## src/rtl/sseg_word_display_if.sv

```systemverilog
// -----------------------------------------------------------------------------
// sseg_word_display_if
// Show-ahead pop handshake between the writeback data buffer and the
// seven-segment word display.
//   word_in    : head-of-buffer word, valid together with word_valid
//   word_valid : buffer non-empty
//   word_ready : one-cycle pop strobe from the consumer
// Modports: master = buffer side, slave = display side.
// -----------------------------------------------------------------------------
interface sseg_word_display_if;
    logic [31:0] word_in;
    logic        word_valid;
    logic        word_ready;

    modport master (output word_in, output word_valid, input word_ready);
    modport slave  (input word_in, input word_valid, output word_ready);
endinterface

```

## src/rtl/sseg_word_display.sv

```systemverilog
// -----------------------------------------------------------------------------
// sseg_word_display
// Pops 32-bit writeback words from the buffer and holds each one on the
// 8-digit seven-segment display for at least DWELL_CYCLES clocks, scanning the
// anodes so every digit is lit for SCAN_DIV clocks in turn.
//
// Ports:
//   clk      : system clock
//   rst      : synchronous, active-high reset
//   wb       : pop handshake (slave side: word_in, word_valid in; word_ready out)
//   SSEG_AN  : anode enables, active-low, one-hot, bit 0 = rightmost digit
//   SSEG_CA  : cathodes, active-low, [6:0]=gfedcba, [7]=dp (always off)
//   busy     : dwell counter nonzero
//
// Optional build macro: SSEG_LEADING_ZERO_BLANK_EN
//   When defined, digits above the most significant nonzero nibble stay unlit.
//
// FSM states:
//   state | meaning
//   IDLE  | nothing popped since reset, display blank
//   SHOW  | displaying the last popped word
// -----------------------------------------------------------------------------
module sseg_word_display #(
    parameter int SCAN_DIV     = 100000,
    parameter int DWELL_CYCLES = 100000000
) (
    input  logic                 clk,
    input  logic                 rst,
    sseg_word_display_if.slave   wb,
    output logic [7:0]           SSEG_AN,
    output logic [7:0]           SSEG_CA,
    output logic                 busy
);

    localparam int SW = $clog2(SCAN_DIV);
    localparam int DW = $clog2(DWELL_CYCLES);
    localparam logic [SW-1:0] SCAN_LAST  = SW'(SCAN_DIV - 1);
    localparam logic [DW-1:0] DWELL_LOAD = DW'(DWELL_CYCLES - 1);

    typedef enum logic {IDLE, SHOW} state_t;

    state_t         state_q, state_d;
    logic [31:0]    word_q, word_d;
    logic [2:0]     idx_q, idx_d;
    logic [SW-1:0]  scan_q, scan_d;
    logic [DW-1:0]  dwell_q, dwell_d;
    logic [7:0]     an_q, an_d;
    logic [7:0]     ca_q, ca_d;
    logic           pop;
    logic [3:0]     nibble;

    function automatic logic [6:0] seg7(input logic [3:0] n);
        case (n)
            4'h0: seg7 = 7'h40;
            4'h1: seg7 = 7'h79;
            4'h2: seg7 = 7'h24;
            4'h3: seg7 = 7'h30;
            4'h4: seg7 = 7'h19;
            4'h5: seg7 = 7'h12;
            4'h6: seg7 = 7'h02;
            4'h7: seg7 = 7'h78;
            4'h8: seg7 = 7'h00;
            4'h9: seg7 = 7'h10;
            4'hA: seg7 = 7'h08;
            4'hB: seg7 = 7'h03;
            4'hC: seg7 = 7'h46;
            4'hD: seg7 = 7'h21;
            4'hE: seg7 = 7'h06;
            default: seg7 = 7'h0E;
        endcase
    endfunction

`ifdef SSEG_LEADING_ZERO_BLANK_EN
    // Index of the most significant nonzero nibble; 0 for an all-zero word so
    // digit 0 always stays lit.
    logic [2:0] msn;
    always_comb begin
        msn = 3'd0;
        for (int i = 1; i < 8; i++) begin
            if (word_q[4*i +: 4] != 4'h0) msn = 3'(i);
        end
    end
`endif

    // rst is folded in so a word offered during reset is never popped.
    assign pop           = (state_q == IDLE || dwell_q == '0) && wb.word_valid && !rst;
    assign wb.word_ready = pop;
    assign busy          = (dwell_q != '0);
    assign SSEG_AN       = an_q;
    assign SSEG_CA       = ca_q;
    assign nibble        = word_q[{idx_q, 2'b00} +: 4];

    always_comb begin
        state_d = state_q;
        word_d  = word_q;
        idx_d   = idx_q;
        scan_d  = scan_q + 1'b1;
        dwell_d = dwell_q;
        an_d    = 8'hFF;
        ca_d    = 8'hFF;

        // Scan runs in both states and is not disturbed by pops.
        if (scan_q == SCAN_LAST) begin
            scan_d = '0;
            idx_d  = idx_q + 3'd1;
        end

        if (pop) begin
            word_d  = wb.word_in;
            dwell_d = DWELL_LOAD;
            state_d = SHOW;
        end else if (dwell_q != '0) begin
            dwell_d = dwell_q - 1'b1;
        end

        if (state_q == SHOW) begin
            an_d = ~(8'b1 << idx_q);
            ca_d = {1'b1, seg7(nibble)};
`ifdef SSEG_LEADING_ZERO_BLANK_EN
            if (idx_q > msn) an_d = 8'hFF;
`endif
        end
    end

    always_ff @(posedge clk) begin
        if (rst) begin
            state_q <= IDLE;
            word_q  <= '0;
            idx_q   <= '0;
            scan_q  <= '0;
            dwell_q <= '0;
            an_q    <= 8'hFF;
            ca_q    <= 8'hFF;
        end else begin
            state_q <= state_d;
            word_q  <= word_d;
            idx_q   <= idx_d;
            scan_q  <= scan_d;
            dwell_q <= dwell_d;
            an_q    <= an_d;
            ca_q    <= ca_d;
        end
    end

endmodule

```

## src/flat_wrapper.sv

```systemverilog
// flat-port wrapper written by rule: the top's interface ports become plain ports
module sseg_word_display_flat 
#(
    parameter int SCAN_DIV     = 100000,
    parameter int DWELL_CYCLES = 100000000
)
  (clk, rst, SSEG_AN, SSEG_CA, busy, wb_word_in, wb_word_valid, wb_word_ready);
  sseg_word_display_if wb_i ();
  input  logic clk;
  input  logic rst;
  output logic [7:0] SSEG_AN;
  output logic [7:0] SSEG_CA;
  output logic busy;
  input wire logic [$bits(wb_i.word_in)-1:0] wb_word_in;
  input wire logic [$bits(wb_i.word_valid)-1:0] wb_word_valid;
  output wire logic [$bits(wb_i.word_ready)-1:0] wb_word_ready;
  assign wb_i.word_in = wb_word_in;
  assign wb_i.word_valid = wb_word_valid;
  assign wb_word_ready = wb_i.word_ready;
  sseg_word_display #(.SCAN_DIV(SCAN_DIV), .DWELL_CYCLES(DWELL_CYCLES)) u_core (.clk(clk), .rst(rst), .wb(wb_i), .SSEG_AN(SSEG_AN), .SSEG_CA(SSEG_CA), .busy(busy));
endmodule
```

## config.mk

```make
export PLATFORM = sky130hd
export DESIGN_NAME = sseg_word_display_flat
export DESIGN_NICKNAME = d
export VERILOG_FILES = /design/src/rtl/sseg_word_display_if.sv /design/src/rtl/sseg_word_display.sv /design/src/flat_wrapper.sv
export SDC_FILE = /design/constraint.sdc
export NUM_CORES = 1
export LEC_CHECK = 0
export ABC_AREA = 1
export CAP_MARGIN = 30
export CORE_ASPECT_RATIO = 1.5
export CORE_MARGIN = 5
export CORE_UTILIZATION = 56
export DETAILED_ROUTE_END_ITERATION = 7
export PLACE_DENSITY = 0.88
export SYNTH_ARGS = -nofsm -noshare
export SYNTH_HDL_FRONTEND = slang
export SYNTH_SLANG_ARGS = --single-unit
```

## constraint.sdc

```tcl
create_clock -name clk -period 2.5 [get_ports clk]
set_clock_uncertainty 0.15 [all_clocks]
set_input_delay 0.5 -clock clk [delete_from_list [all_inputs] [get_ports clk]]
set_output_delay 0.5 -clock clk [all_outputs]
set_load 0.01 [all_outputs]
```

==> flow_metrics.env, run 1 <==
export IMPL_status="finished clean"
export IMPL_power_share_combinational_pct=17.6
export IMPL_drt_iter0_drc=329
export IMPL_final_area_sq_um=5710
export IMPL_power_share_clock_pct=36.4
export IMPL_worst_path_most_repeated_cell="nand2_2"
export IMPL_cp_arrival_ns=1.79
export IMPL_antenna_found_initial=0
export IMPL_cts_tree="yes"
export IMPL_root_buffer="clkbuf_16"
export IMPL_cts_hold_repair_buffers=0
export IMPL_cp_cell_sequence="inv_1 -> ha_4 -> nand2_2 -> nor2_4 -> nand2_2 -> inv_2 -> nand2_2 -> buf_4 -> dlygate4sd2_1"
export IMPL_required_ns=1.85
export IMPL_setup_ws_ns=0.0593
export IMPL_p_sw_share_pct=27.0
export IMPL_pre_cts_ws_ns=0.0389
export IMPL_wl_per_cell_um=14.7
export IMPL_numCtsBuffers=9
export IMPL_rsz0062_at_grt="no"
export IMPL_hold_violations=0
export IMPL_clockBufferDepth=2
export IMPL_path_clk_slew_ns=0.06
export IMPL_power_density_nw_per_um2=636
export IMPL_slowest_delay_ns=0.32
export IMPL_postCtsSetupRepairBufs=0
export IMPL_place_hpwl_mm=8.85
export IMPL_vias_per_cell=5.73
export IMPL_coreArea_sq_um=8360
export IMPL_path_delay_family="buffers and inverters"
export IMPL_worstHoldStart="u_core.word_q[1]$_SDFFE_PP0P_"
export IMPL_max_cap_viol_count=0
export IMPL_cp_buffers_inverters=4
export IMPL_drc=0
export IMPL_setup_tns_ns=0
export IMPL_worstMarginPinSlew_ns=0.637
export IMPL_hp_class="reg -> reg"
export IMPL_synth_top_cell_by_area="dfxtp_1"
export IMPL_p_switching_mw=0.980
export IMPL_min_to="u_core.word_q[1]$_SDFFE_PP0P_"
export IMPL_dp_cells=825
export IMPL_regArea_sq_um=1900
export IMPL_finalCriticalPeriod_ns=2.44
export IMPL_clock_latency_ns=0.34
export IMPL_fmax_mhz=410
export IMPL_p_leak_nw=2.52
export IMPL_synthCells=679
export IMPL_overflow=0
export IMPL_r2r_end="u_core.dwell_q[19]$_SDFFE_PP0P_"
export IMPL_ir_drop_uv=454
export IMPL_seqPwrFrac_pct=46.0
export IMPL_syn_avg_cell_area_sq_um=7.04
export IMPL_regToRegSetupSlack_ns=0.15
export IMPL_firstDrtPassIters=7
export IMPL_dieArea_sq_um=10500
export IMPL_numPortBuffers=51
export IMPL_fin_crit_sh_pct=97.6
export IMPL_first_global_vias=4650
export IMPL_synth_net_count=728
export IMPL_intPower_mw=2.65
export IMPL_r2r_start="u_core.dwell_q[1]$_SDFFE_PP0P_"
export IMPL_path_class="reg -> out"
export IMPL_yosysMostFrequentCell="nand2_1"
export IMPL_synth_flop_cell="dfxtp_1"
export IMPL_drt_total_wl_mm=12.4
export IMPL_whs_path_depth=2
export IMPL_ios=53
export IMPL_grt_pass1_wl_mm=20.0
export IMPL_ys_top_cells_by_count="nand2_1 (170), nand3_1 (100), dfxtp_1 (95), nor2_1 (85), nand4_1 (46)"
export IMPL_cts_max_level=3
export IMPL_slew_viol_final=0
export IMPL_initial_core_util_pct=57.2
export IMPL_async_flop_share_pct=0
export IMPL_finalNetCount=778
export IMPL_relSlewSlack_pct=57.1
export IMPL_vias=4806
export IMPL_r2r_cells=12
export IMPL_synth_cell_type_count=36
export IMPL_fin_cells=839
export IMPL_grtUsageTotal_pct=23.7
export IMPL_synth_area_leaders="dfxtp_1 (40%), nand2_1 (13%), nand3_1 (10%)"
export IMPL_std_cell_rows=41
export IMPL_syn_to_final_growth_pct=19.5
export IMPL_gp_congestion=0.907
export IMPL_drive_above_1_share_pct=9.02
export IMPL_synth_area_sq_um=4780
export IMPL_ant_nets=0
export IMPL_endpoint_kind="output port"
export IMPL_die_x_um=85.4
export IMPL_synth_seq_cells=95
export IMPL_grt_max_degree=52
export IMPL_cp_start_kind="flip-flop"
export IMPL_yosysWarningCount=0
export IMPL_nFillCells=692
export IMPL_ys_seq_area_share_pct=39.8
export IMPL_cts_sinks=95
export IMPL_multiInputGateArea_sq_um=2570
export IMPL_placed_area_sq_um=5420
export IMPL_diodes=0
export IMPL_synth_top_cell_area_share_pct=39.8
export IMPL_crit_slowest_cell="dfxtp_1"
export IMPL_die_h_um=123
export IMPL_synth_edff_count=0
export IMPL_setup_viol=0
export IMPL_crit_fanout=3
cell usage in the layout (no fill, tap or decap), drive strengths merged, types with 2 or more instances in the layout:
master,Yosys,final
nand2,176,176
dfxtp,95,95
a21o,2,2
a21oi,27,27
or2,7,7
xor2,6,6
nand3b,3,3
clkbuf,10,13
o21ai,15,15
xnor2,10,10
buf,22,21
nand3,100,100
clkdlybuf4s50,0,49
nor3,6,6
nor2,90,90
nand4,46,46
inv,43,43
ha,14,14
flip-flops by register name (all words and copies together) (netlist names):
signal / cells
u_core.word_q: 32
u_core.dwell_q: 27
u_core.state_q: 1
u_core.SSEG_CA: 7
u_core.scan_q: 17
u_core.SSEG_AN: 8
u_core.idx_q: 3
layer usage:
metal | global-route usage, % | vias to the layer above | wire length [um]
met4 | 16.4 | 0 | 788
met2 | 44.3 | 188 | 6480
met5 | 0 | - | 0
met1 | 23.4 | 2212 | 4460
met3 | 4.07 | 64 | 631
li1 | - | 2342 | -
kinds of logic after synthesis:
| group | after synthesis | synth area share (%) |
|---|---|---|
| AND/OR/NAND/NOR | 430 | 40.7 |
| flip-flops | 95 | 39.8 |
| buffers and inverters | 75 | 6.86 |
| AO/OA/AOI/OAI | 48 | 6.02 |
| XOR/XNOR | 16 | 2.93 |
| adder cells (fa/ha/maj) | 14 | 3.66 |
| other | 1 | 0.0784 |
how the worst max path moves through the flow:
stage | startpoint | end | slack [ns] | depth (start not counted)
6_report | u_core.dwell_q[1]$_SDFFE_PP0P_ | busy | 0.06 | 9
3_5_place_dp | wb_word_valid | wb_word_ready | 0.04 | 4
2_1_floorplan | u_core.dwell_q[0]$_SDFFE_PP0P_ | wb_word_ready | 0.40 | 10
4_1_cts | u_core.dwell_q[0]$_SDFFE_PP0P_ | wb_word_ready | 0.007 | 11
3_3_place_gp | wb_word_valid | wb_word_ready | 0.04 | 4
5_1_grt | u_core.dwell_q[0]$_SDFFE_PP0P_ | busy | 0.02 | 9
final cells by class:
cell class / instances / area share (%)
multi-input cells: 509 / 45.0
flip-flops and latches: 95 / 33.3
repair buffers: 71 / 11.7
clock buffers: 13 / 4.38
inverters: 43 / 2.83
well taps: 107 / 2.34
clock inverters: 1 / 0.526
stage by stage:
stage	utilization, %	hold slack (ns)	total power, mW
after floorplan	-	0.290	2.11
after global placement	64.8	0.303	2.30
after detailed placement	64.8	0.310	2.32
after CTS	68.2	0.319	3.63
after global routing	68.3	0.339	3.79
final	68.3	0.316	3.63
power by group through the flow:
stage / Sequential [mW] / Combinational (mW) / Clock [mW]
global route: 1.68 / 0.710 / 1.39
finish: 1.67 / 0.641 / 1.32
global placement: 1.69 / 0.600 / 0
floorplan: 1.69 / 0.416 / 0
CTS: 1.67 / 0.629 / 1.34
detailed placement: 1.70 / 0.621 / 0
repair_timing:
action / CTS / global route
pin swaps: 0 / 1
gates resized for setup: 6 / 3
setup endpoints to repair: 2 / 2
worst reg2reg max path: cells and delay by family, from the launching register on:
kind / cells / cell delay [ns]
buffers and inverters: 3 / 0.60
flip-flops: 1 / 0.35
adder cells (fa/ha/maj): 1 / 0.17
AND/OR/NAND/NOR: 8 / 1.01
(Power assumes the default switching activity.)
==> run 2: changes to the inputs <==
Settings changed: SETUP_SLACK_MARGIN set to 0.1.
==> run 2 against run 1 <==
Core utilization up 0.22 points. Sequential share of layout area is 0.087 points lower. Combinational power up 0.8%. Maximum frequency is 2.4% higher. First-iteration DRC count increased by 11%. Count of clock-buffer cells in the layout is the same. Die area did not move. Final cell count grew 0.36%. Critical path type unchanged. Highest routed layer unchanged.
==> flow_metrics.env, run 2 (synthesis results as in run 1) <==
export IMPL_status="finished clean"
export IMPL_p_switching_mw=0.980
export IMPL_crit_slowest_cell="dfxtp_1"
export IMPL_std_cell_rows=41
export IMPL_cts_tree="yes"
export IMPL_vias_per_cell=5.71
export IMPL_drt_total_wl_mm=12.4
export IMPL_cts_hold_repair_buffers=0
export IMPL_die_h_um=123
export IMPL_worst_path_most_repeated_cell="nand2_2"
export IMPL_max_cap_viol_count=0
export IMPL_numCtsBuffers=9
export IMPL_first_global_vias=4704
export IMPL_cp_arrival_ns=1.73
export IMPL_rsz0062_at_grt="yes"
export IMPL_required_ns=1.85
export IMPL_cp_start_kind="flip-flop"
export IMPL_slew_viol_final=0
export IMPL_grt_util_met2_pct=44.7
export IMPL_root_buffer="clkbuf_16"
export IMPL_diodes=0
export IMPL_path_class="reg -> out"
export IMPL_setup_tns_ns=0
export IMPL_hold_violations=0
export IMPL_grtUsageTotal_pct=23.9
export IMPL_drt_iter0_drc=366
export IMPL_drive_above_1_share_pct=9.93
export IMPL_cts_sinks=95
export IMPL_final_common_cell="nand2_1"
export IMPL_dieArea_sq_um=10500
export IMPL_most_common_layout_cells="nand2_1 (169), nand3_1 (100), dfxtp_1 (94)"
export IMPL_grt_pass1_wl_mm=20.1
export IMPL_regArea_sq_um=1900
export IMPL_power_share_clock_pct=36.3
export IMPL_syn_to_final_growth_pct=19.9
export IMPL_crit_fanout=3
export IMPL_die_x_um=85.4
export IMPL_gp_congestion=0.907
export IMPL_multiInputGateArea_sq_um=2560
export IMPL_power_density_nw_per_um2=635
export IMPL_gr_max_usage_layer="met2"
export IMPL_vias=4812
export IMPL_finalCriticalPeriod_ns=2.38
export IMPL_whs_path_depth=2
export IMPL_coreArea_sq_um=8360
export IMPL_firstDrtPassIters=6
export IMPL_endpoint_kind="output port"
export IMPL_worstMarginPinSlew_ns=0.634
export IMPL_grt_max_degree=52
export IMPL_nFillCells=684
export IMPL_reg_largest_list="u_core.word_q (32), u_core.dwell_q (27), u_core.scan_q (17)"
export IMPL_hp_class="reg -> reg"
export IMPL_initial_core_util_pct=57.2
export IMPL_setup_viol=0
export IMPL_use_met3_pct=4.27
export IMPL_fmax_mhz=420
export IMPL_intPower_mw=2.66
export IMPL_wl_per_cell_um=14.7
export IMPL_clock_latency_ns=0.34
export IMPL_seqPwrFrac_pct=45.9
export IMPL_ant_nets=0
export IMPL_p_sw_share_pct=26.9
export IMPL_cp_cell_sequence="inv_1 -> ha_2 -> nand2_2 -> nor2_4 -> nand2_2 -> inv_2 -> nand2_2 -> nand2_4 -> nand2_4 -> nor2_2 -> buf_2"
export IMPL_antenna_found_initial=0
export IMPL_cts_max_level=3
export IMPL_finalNetCount=781
export IMPL_drc=0
export IMPL_fin_total_pwr_mw=3.64
export IMPL_p_leak_nw=2.54
export IMPL_power_share_combinational_pct=17.8
export IMPL_path_clk_slew_ns=0.06
export IMPL_clockBufferDepth=2
export IMPL_fin_crit_sh_pct=95.3
export IMPL_place_hpwl_mm=8.85
export IMPL_largest_register="u_core.word_q"
export IMPL_overflow=0
export IMPL_r2r_cells=12
export IMPL_relSlewSlack_pct=57.3
export IMPL_largest_reg_flops=32
export IMPL_ios=53
export IMPL_numPortBuffers=51
export IMPL_slowest_delay_ns=0.31
export IMPL_ir_drop_uv=453
export IMPL_final_util_pct=68.5
export IMPL_grt_use_met1_pct=23.3
==> run 2: cell types whose count changed in the layout (fill, tap and decap cells not counted), sizes merged <==
cell,before,now
buf,21,24
clkbuf,13,14
dlygate4sd2,1,0
==> run 2: power groups by stage <==
stage                     sequential (mW)  clock (mW)  combinational [mW]
final                                1.67        1.32               0.646
after global routing                 1.68        1.40               0.715
after CTS                            1.67        1.34               0.635
after detailed placement             1.70           0               0.621
after global placement               1.69           0               0.600
after floorplan                      1.69           0               0.416
==> run 2: area by class of cell <==
| type | count | share of cell area [%] |
|---|---|---|
| Timing Repair Buffer | 74 | 12.0 |
| Clock buffer | 13 | 4.37 |
| Tap cell | 107 | 2.34 |
| Clock inverter | 1 | 0.524 |
| Sequential cell | 95 | 33.2 |
| Inverter | 43 | 2.82 |
| Multi-Input combinational cell | 509 | 44.7 |
==> run 2: what timing repair did <==
item                                    CTS  global route
buffers inserted                          3             0
endpoints found under the setup margin    2            12
gates resized for setup                   8             6
pin swaps                                 3             0
==> run 2: path summary, 6_finish.rpt <==
path	start	endpoint	slack, ns
setup / recovery	u_core.dwell_q[0]$_SDFFE_PP0P_	wb_word_ready	0.12
setup reg to reg	u_core.dwell_q[1]$_SDFFE_PP0P_	u_core.dwell_q[19]$_SDFFE_PP0P_	0.32
hold / removal	u_core.word_q[1]$_SDFFE_PP0P_	u_core.word_q[1]$_SDFFE_PP0P_	0.32
hold reg to reg	u_core.word_q[1]$_SDFFE_PP0P_	u_core.word_q[1]$_SDFFE_PP0P_	0.32
==> run 2: through the flow <==
step | area [sq um] | hold slack, ns | setup slack (ns) | cells
detailed placement | 5420 | 0.310 | 0.0389 | 825
floorplan | 4780 | 0.290 | 0.402 | 679
global placement | 5420 | 0.303 | 0.0411 | 825
finish | 5730 | 0.316 | 0.116 | 842
CTS | 5720 | 0.319 | 0.117 | 842
global route | 5730 | 0.339 | 0.0409 | 842
==> run 2: routing by layer <==
layer	part of all wire (%)	wire length [um]	up-vias
met5	0	0	-
met4	5.7	702	0
met3	4.6	565	62
met2	54	6660	188
met1	36	4460	2207
li1	-	-	2355
==> run 2: worst max-delay path, delay by kind of cell, from the launching register on <==
| family | cells | cell delay [ns] |
|---|---|---|
| DFF | 1 | 0.31 |
| and+or+nand+nor | 7 | 0.60 |
| adders and majority gates | 1 | 0.19 |
| buffers and inverters | 3 | 0.30 |
==> run 3: changes to the inputs <==
Settings changed: CORE_UTILIZATION 56 to 63, DONT_BUFFER_PORTS set to 1.
==> run 3 against run 2 <==
Flip-flop and latch count unchanged. Non-clock buffer count decreased by 65. Wire length decreased by 6.9%. Combinational power decreased by 20%. Global-route usage increased by 1.6 points. Count of clock-buffer cells in the layout decreased by 4. Sequential power about the same. Worst setup slack improved by 0.057 ns. Critical path type unchanged. Largest power group unchanged.
==> flow_metrics.env, run 3 (synthesis results as in run 1) <==
export IMPL_cp_start_kind="flip-flop"
export IMPL_r2r_start="u_core.idx_q[1]$_SDFFE_PP0P_"
export IMPL_antenna_found_initial=0
export IMPL_cts_sinks=95
export IMPL_most_common_layout_cells="nand2_1 (170), nand3_1 (100), dfxtp_1 (94)"
export IMPL_die_x_um=81.1
export IMPL_grt_pass1_wl_mm=18.9
export IMPL_ant_nets=0
export IMPL_worstMarginPinSlew_ns=0.790
export IMPL_p_leak_nw=2.29
export IMPL_slew_viol_final=0
export IMPL_dieArea_sq_um=9470
export IMPL_vias=4525
export IMPL_syn_to_final_growth_pct=8.71
export IMPL_final_common_cell="nand2_1"
export IMPL_dp_cells=756
export IMPL_power_share_combinational_pct=13.7
export IMPL_clockBufferDepth=2
export IMPL_relSlewSlack_pct=46.8
export IMPL_rsz0062_at_grt="no"
export IMPL_intPower_mw=2.76
export IMPL_numCtsBuffers=9
export IMPL_crit_start="u_core.dwell_q[25]$_SDFFE_PP0P_"
export IMPL_setup_viol=0
export IMPL_vias_per_cell=5.85
export IMPL_numPortBuffers=0
export IMPL_largest_reg_flops=32
export IMPL_first_global_vias=4283
export IMPL_p_switching_mw=1.00
export IMPL_overflow=0
export IMPL_power_density_nw_per_um2=724
export IMPL_drt_iter0_drc=326
export IMPL_fin_crit_sh_pct=93.1
export IMPL_drt_total_wl_mm=11.5
export IMPL_finalNetCount=716
export IMPL_p_sw_share_pct=26.6
export IMPL_firstDrtPassIters=7
export IMPL_grt_max_degree=52
export IMPL_ios=53
export IMPL_die_h_um=117
export IMPL_coreArea_sq_um=7510
export IMPL_cp_arrival_ns=1.68
export IMPL_clock_latency_ns=0.35
export IMPL_gp_congestion=0.986
export IMPL_power_share_clock_pct=41.6
export IMPL_grtUsageTotal_pct=25.5
export IMPL_wl_per_cell_um=14.9
export IMPL_place_hpwl_mm=8.08
export IMPL_cts_max_level=3
export IMPL_fin_cells=774
export IMPL_worstHoldStart="rst"
export IMPL_initial_core_util_pct=63.6
export IMPL_diodes=0
export IMPL_setup_tns_ns=0
export IMPL_drc=0
export IMPL_cts_tree="yes"
export IMPL_std_cell_rows=39
export IMPL_reg_largest_list="u_core.word_q (32), u_core.dwell_q (27), u_core.scan_q (17)"
export IMPL_path_clk_slew_ns=0.07
export IMPL_endpoint_kind="output port"
export IMPL_ir_drop_uv=654
export IMPL_required_ns=1.85
export IMPL_root_buffer="clkbuf_16"
export IMPL_fmax_mhz=430
export IMPL_status="finished clean"
export IMPL_final_util_pct=69.2
export IMPL_max_cap_viol_count=0
export IMPL_largest_register="u_core.word_q"
export IMPL_drive_above_1_share_pct=9.08
export IMPL_hp_class="in -> reg"
export IMPL_seqPwrFrac_pct=44.7
export IMPL_finalCriticalPeriod_ns=2.33
export IMPL_hold_violations=0
export IMPL_path_class="reg -> out"
export IMPL_crit_fanout=4
export IMPL_regToRegSetupSlack_ns=0.31
[run 3: final cells by class]
type,count,area [sq um]
Multi-Input combinational cell,509,2580
Inverter,43,165
Tap cell,102,128
Clock inverter,7,120
Sequential cell,95,1900
Timing Repair Buffer,9,80.1
Clock buffer,9,225
Fill cell,644,2320
[run 3: stage by stage]
stage / worst slack (ns) / cell area [sq um] / total power [mW] / hold slack [ns]
CTS: 0.117 / 5170 / 3.77 / 0.0533
global placement: 0.247 / 4810 / 2.18 / 0.303
floorplan: 0.402 / 4780 / 2.11 / 0.290
global route: 0.0867 / 5200 / 3.91 / 0.0508
finish: 0.173 / 5200 / 3.76 / 0.0589
detailed placement: 0.230 / 4810 / 2.20 / 0.308
[run 3: layer usage]
layer / global-route usage, % / part of all wire [%] / up-vias / wire length (um)
li1: - / - / 2217 / -
met1: 26.7 / 37 / 2093 / 4310
met2: 47.0 / 54 / 167 / 6170
met3: 4.71 / 4.9 / 48 / 563
met4: 14.2 / 4.3 / 0 / 493
met5: 0 / 0 / - / 0
[run 3: power by group through the flow]
stage | Clock [mW] | Combinational, mW | Sequential (mW)
global route | 1.64 | 0.580 | 1.69
CTS | 1.59 | 0.502 | 1.68
detailed placement | 0 | 0.489 | 1.71
global placement | 0 | 0.472 | 1.71
finish | 1.57 | 0.514 | 1.68
floorplan | 0 | 0.416 | 1.69
[run 3: worst max-delay path, stage by stage (launching register included)]
cell and delay [ns]:
dfxtp_1 0.33, nor2_1 0.19, nand2_1 0.10, nor3_2 0.32
nand2_2 0.13, nand2_4 0.09, nand2_4 0.07, nor2_4 0.12
[run 3: worst paths after layout]
path	depth (start not counted)	to
max	7	wb_word_ready
max reg2reg	10	u_core.SSEG_CA[3]$_SDFF_PP1_
min	1	u_core.dwell_q[20]$_SDFFE_PP0P_
min reg2reg	2	u_core.word_q[4]$_SDFFE_PP0P_
[run 3: repair_timing]
item / in CTS / in global routing
setup buffers: 0 / 2
pin swaps: 0 / 1
hold buffers: 0 / 0
setup endpoints to repair: 2 / 6
resized for setup: 4 / 4
